## src/rtl/ysyx_23060332_ifu_ctrl.sv

```systemverilog
// ysyx_23060332_ifu_ctrl: non-pipelined fetch sequencer owning the PC, one outstanding memory read,
// valid/ready hand-off to IDU and EXU jump redirects that drop any wrong-path fetch in flight.
module ysyx_23060332_ifu_ctrl #(
    parameter int AW = 32,
    parameter int DW = 32,
    parameter logic [AW-1:0] RESET_PC = 32'h80000000
) (
    input  logic          clk,
    input  logic          rst,
    input  logic          jump_en,
    input  logic [AW-1:0] jump_addr,
    output logic          mem_req_valid,
    input  logic          mem_req_ready,
    output logic [AW-1:0] mem_req_addr,
    input  logic          mem_rsp_valid,
    input  logic [DW-1:0] mem_rsp_data,
    output logic          inst_valid,
    input  logic          inst_ready,
    output logic [DW-1:0] inst_o,
    output logic [AW-1:0] inst_addr,
    output logic [AW-1:0] pc
);
    typedef enum logic [1:0] {IDLE, REQ, WAIT, OUT} state_t;

    state_t        state;
    logic          drop;
    logic [AW-1:0] tgt;
    logic [AW-1:0] pc_next;

    assign tgt     = {jump_addr[AW-1:2], 2'b00};
    assign pc_next = pc + AW'(4);

    always_ff @(posedge clk or negedge rst) begin
        if (!rst) begin
            state         <= IDLE;
            pc            <= RESET_PC;
            mem_req_addr  <= RESET_PC;
            inst_addr     <= RESET_PC;
            inst_o        <= '0;
            mem_req_valid <= 1'b0;
            inst_valid    <= 1'b0;
            drop          <= 1'b0;
        end else begin
            if (jump_en) pc <= tgt;
            case (state)
                IDLE: begin
                    state         <= REQ;
                    mem_req_valid <= 1'b1;
                    mem_req_addr  <= jump_en ? tgt : pc;
                end
                REQ: begin
                    // the request is never retracted; a redirect only marks its response as stale
                    if (jump_en) drop <= 1'b1;
                    if (mem_req_ready) begin
                        mem_req_valid <= 1'b0;
                        state         <= WAIT;
                    end
                end
                WAIT: begin
                    if (mem_rsp_valid) begin
                        if (drop || jump_en) begin
                            drop          <= 1'b0;
                            mem_req_addr  <= jump_en ? tgt : pc;
                            mem_req_valid <= 1'b1;
                            state         <= REQ;
                        end else begin
                            inst_o     <= mem_rsp_data;
                            inst_addr  <= mem_req_addr;
                            inst_valid <= 1'b1;
                            state      <= OUT;
                        end
                    end else if (jump_en) begin
                        drop <= 1'b1;
                    end
                end
                OUT: begin
                    // a redirect wins over an IDU accept in the same cycle
                    if (jump_en || inst_ready) begin
                        inst_valid    <= 1'b0;
                        mem_req_valid <= 1'b1;
                        mem_req_addr  <= jump_en ? tgt : pc_next;
                        state         <= REQ;
                        if (!jump_en) pc <= pc_next;
                    end
                end
                default: state <= IDLE;
            endcase
        end
    end
endmodule
```

## config.mk

```make
export PLATFORM = sky130hd
export DESIGN_NAME = ysyx_23060332_ifu_ctrl
export DESIGN_NICKNAME = d
export VERILOG_FILES = /design/src/rtl/ysyx_23060332_ifu_ctrl.sv
export SDC_FILE = /design/constraint.sdc
export NUM_CORES = 1
export LEC_CHECK = 0
export BUFFER_PORTS_ARGS = -buffer_cell sky130_fd_sc_hd__buf_2
export CORE_UTILIZATION = 40
export CTS_CLUSTER_SIZE = 10
export DETAILED_ROUTE_END_ITERATION = 10
export PLACE_DENSITY = 0.68
export RECOVER_POWER = 100
export SLEW_MARGIN = 20
export SYNTH_ARGS = -nofsm -noshare
export SYNTH_HDL_FRONTEND = slang
export SYNTH_SLANG_ARGS = --single-unit
export TNS_END_PERCENT = 100
```

## constraint.sdc

```tcl
create_clock -name clk -period 2.8 [get_ports clk]
set_input_delay 0.28 -clock clk [delete_from_list [all_inputs] [get_ports clk]]
set_output_delay 0.28 -clock clk [all_outputs]
set_load 0.02 [all_outputs]
```

==> impl_metrics.json <==
{
  "violations": "max-capacitance violations, max-slew violations",
  "min_delay_path_depth": 2,
  "vias": 5265,
  "layout-drive-gt1-share": 0.2435,
  "fin_crit_sh": 0.8961,
  "required_ns": 3.14,
  "nets": 871,
  "dpl.hpwl_um": 12390,
  "status": "finished with violations",
  "avgSynthCellArea_um2": 10.97,
  "cap_violations": 1,
  "grt_overflow": 0,
  "via_per_inst": 5.137,
  "finalWorstSetupSlack_ns": 0.2909,
  "grt_antenna_before_repair": 2,
  "wl_um": 17100,
  "relSlewSlack": -0.1872,
  "drc_errors": 0,
  "yosysWarnings": 0,
  "cts.clk_slew.worst_paths_ns": 0.06,
  "worst_path_largest_cell_delay_ns": 0.61,
  "syn_nets": 669,
  "hold_end": "inst_o[25]$_DFFE_PN0P_",
  "start_kind": "register",
  "grtUsageTotal": 0.2064,
  "die_x_um": 129.6,
  "synth_edf_count": 0,
  "synth_area_um2": 6516,
  "synth_seq_cells": 133,
  "io_buffers": 197,
  "dp_slack_ns": 0.4094,
  "hold_path.class": "in -> reg",
  "cts_buffer_depth": 2,
  "power.density_nw_per_um2": 976.8,
  "wl_met2_um": 8058,
  "dr.pass1.iters": 5,
  "postCtsSetupBuffers": 0,
  "critPathSlowestCell": "ha_1",
  "final.fill_count": 1528,
  "initial_utilization": 0.4102,
  "grt_max_degree": 69,
  "cp.arrival_ns": 2.85,
  "rr_worst_depth": 7,
  "area_growth_pct": 25.83,
  "rrSetupSlack_ns": 0.29,
  "drtIter0Drc": 214,
  "grt_pass1_wl_um": 26170,
  "dieArea_um2": 16810,
  "fin_skew_ns": 0.01033,
  "rsz0062_at_grt": "false",
  "worstPathCellList": "ha_1 -> buf_4 -> nor2b_1 -> clkbuf_1 -> nand4_1 -> mux2_2 -> a21oi_1",
  "timing.rr.start": "state[0]$_DFFE_PN0P_",
  "finalSetupViolCount": 0,
  "hold_viol_final": 0,
  "cp-end-kind": "register",
  "num_rows": 46,
  "report.final.slew_viol_count": 68,
  "cts.sinks": 133,
  "worstSetupPathType": "reg -> reg",
  "cts_max_level": 4,
  "min_from": "mem_rsp_data[25]",
  "synth_cell_types": 49,
  "period_minus_slack_ns": 2.509,
  "wl_met3_um": 1431,
  "p_leak_nw": 3.619,
  "critPathMaxFanout": 15,
  "routedWlPerCell_um": 16.69,
  "r2r-end": "mem_req_addr[28]$_DFFE_PN0P_",
  "clockRootBuffer": "clkbuf_16",
  "fin_tns_setup_ns": 0,
  "insertion_delay_ns": 0.42,
  "synthFlopType": "dfrtp_1",
  "fmax_ghz": 0.3986,
  "grt_pass1_vias": 4980,
  "async_flop_share": 1.000,
  "gp_congestion": 0.8544,
  "ys_seq_area_frac": 0.5113,
  "cts_buffers": 17,
  "highest_layer": "met5",
  "die_h_um": 129.6,
  "netlist_instances": 594,
  "tightest_slew_ns": 1.781,
  "coreArea_um2": 15890,
  "io_pins": 200,
  "ir_worst_vdd_uv": 472.4,
  "cts_tree": "built",
  "met1_length_um": 7406,
  "ant_nets": 0,
  "num_antenna_cells": 0
}
==> state kept, by name, summed over array words and instances (netlist names) <==
register and count:
state 2, mem_req_addr 32, inst_addr 32, pc 32, inst_valid 1, drop 1, mem_req_valid 1, inst_o 32
==> how the worst max path moves through the flow <==
| stage | start | to | slack [ns] | cells after the start |
|---|---|---|---|---|
| after floorplan | pc[12]$_DFF_PN0_ | mem_req_addr[25]$_DFFE_PN0P_ | 0.62 | 7 |
| after global placement | state[0]$_DFFE_PN0P_ | mem_req_addr[25]$_DFFE_PN0P_ | 0.47 | 7 |
| after detailed placement | state[0]$_DFFE_PN0P_ | mem_req_addr[25]$_DFFE_PN0P_ | 0.41 | 7 |
| after CTS | state[0]$_DFFE_PN0P_ | mem_req_addr[25]$_DFFE_PN0P_ | 0.37 | 7 |
| after global routing | rst | mem_req_addr[9]$_DFFE_PN0P_ | 0.13 | 3 |
| final | state[0]$_DFFE_PN0P_ | mem_req_addr[28]$_DFFE_PN0P_ | 0.29 | 7 |
==> logic make-up after synthesis <==
logic type      share of synthesized area
compound gates                    0.07604
buf+inv                           0.03206
flops                              0.5113
xor+xnor                          0.06586
simple gates                       0.1478
mux                                0.1573
fa+ha+maj                        0.009601
==> per-layer routing <==
metal / vias up / track usage
li1: 2513 / -
met1: 2512 / 0.2618
met2: 216 / 0.3356
met3: 20 / 0.06111
met4: 4 / 0.07045
met5: - / 0
==> cell usage after synthesis (all sizes together), types with 2 or more instances <==
cell type	instances	area [um2]
nand3	19	95.09
dfrtp	130	3253
a31oi	3	18.77
clkbuf	24	91.33
inv	9	33.78
and4	4	35.03
o21ai	18	90.08
ha	5	62.56
and3	5	31.28
nand4	22	165.2
mux2	75	844.6
a21o	2	15.01
a21boi	9	67.56
and2	2	12.51
xnor2	12	105.1
nand2	55	206.5
xor2	37	324.1
o31ai	6	45.04
o311ai	2	17.52
or3	3	18.77
nor3	15	75.07
a21oi	23	115.1
nor2b	5	31.28
buf	16	83.82
o21a	4	30.03
mux2i	18	180.2
dfstp	3	78.83
nor4	7	65.06
a221oi	4	35.03
nor2	36	135.1
nand2b	11	68.82
==> cells in the final DEF (no fill, tap or decap), types with 5 or more instances in the layout <==
cell type  count
nor4_1         7
a21oi_1       23
o21ai_0       17
nand2_1       55
o31ai_1        6
mux2_2        75
clkbuf_1     138
buf_4         14
ha_1           5
xor2_1        37
nor3_1        15
buf_2         65
nor2_1        36
xnor2_1       12
mux2i_1       18
nand4_1       20
clkbuf_16     17
and3_1         5
inv_1          9
dfrtp_1      130
nor2b_1        5
a21boi_0       9
nand3_1       19
nand2b_1      11
==> metrics by stage <==
step                std cells  hold slack (ns)  power [mW]  area (um2)    util
finish                   1025          0.09881       8.009        8199  0.5161
global route             1025          0.08078       8.484        8199  0.5161
CTS                      1025          0.08224       8.263        8451  0.5320
detailed placement        992           0.3425       5.943        7826  0.4927
global placement          992           0.3378       5.885        7826  0.4927
floorplan                 594         -0.01559       4.825        6516       -
==> what timing repair did <==
item,4_1_cts,5_1_grt
gates resized for setup,0,0
hold endpoints to repair,66,0
hold buffers,1,0
==> critical path, delay by kind of cell (launching register included) <==
family | cells | cell delay (ns)
adders and majority gates | 1 | 0.61
buffers and inverters | 2 | 0.59
DFF | 1 | 0.39
and+or+nand+nor | 2 | 0.39
muxes | 1 | 0.31
AOI/OAI and AO/OA | 1 | 0.13
==> layout make-up <==
type / instances / area, um2 / share of cell area
Tap cell: 216 / 270.3 / 0.03296
Sequential cell: 133 / 3332 / 0.4064
Inverter: 9 / 33.78 / 0.004120
Timing Repair Buffer: 223 / 1001 / 0.1221
Multi-Input combinational cell: 412 / 2948 / 0.3595
Clock inverter: 14 / 175.2 / 0.02136
Clock buffer: 18 / 439.2 / 0.05356
==> power by group <==
group / total (mW) / switching [mW] / internal [mW]
Sequential: 3.04 / 0.481 / 2.56
Clock: 2.29 / 0.861 / 1.43
Combinational: 2.67 / 1.74 / 0.933
Total: 8.01 / 3.08 / 4.93
Note: power is estimated with default switching activity, not from simulation.
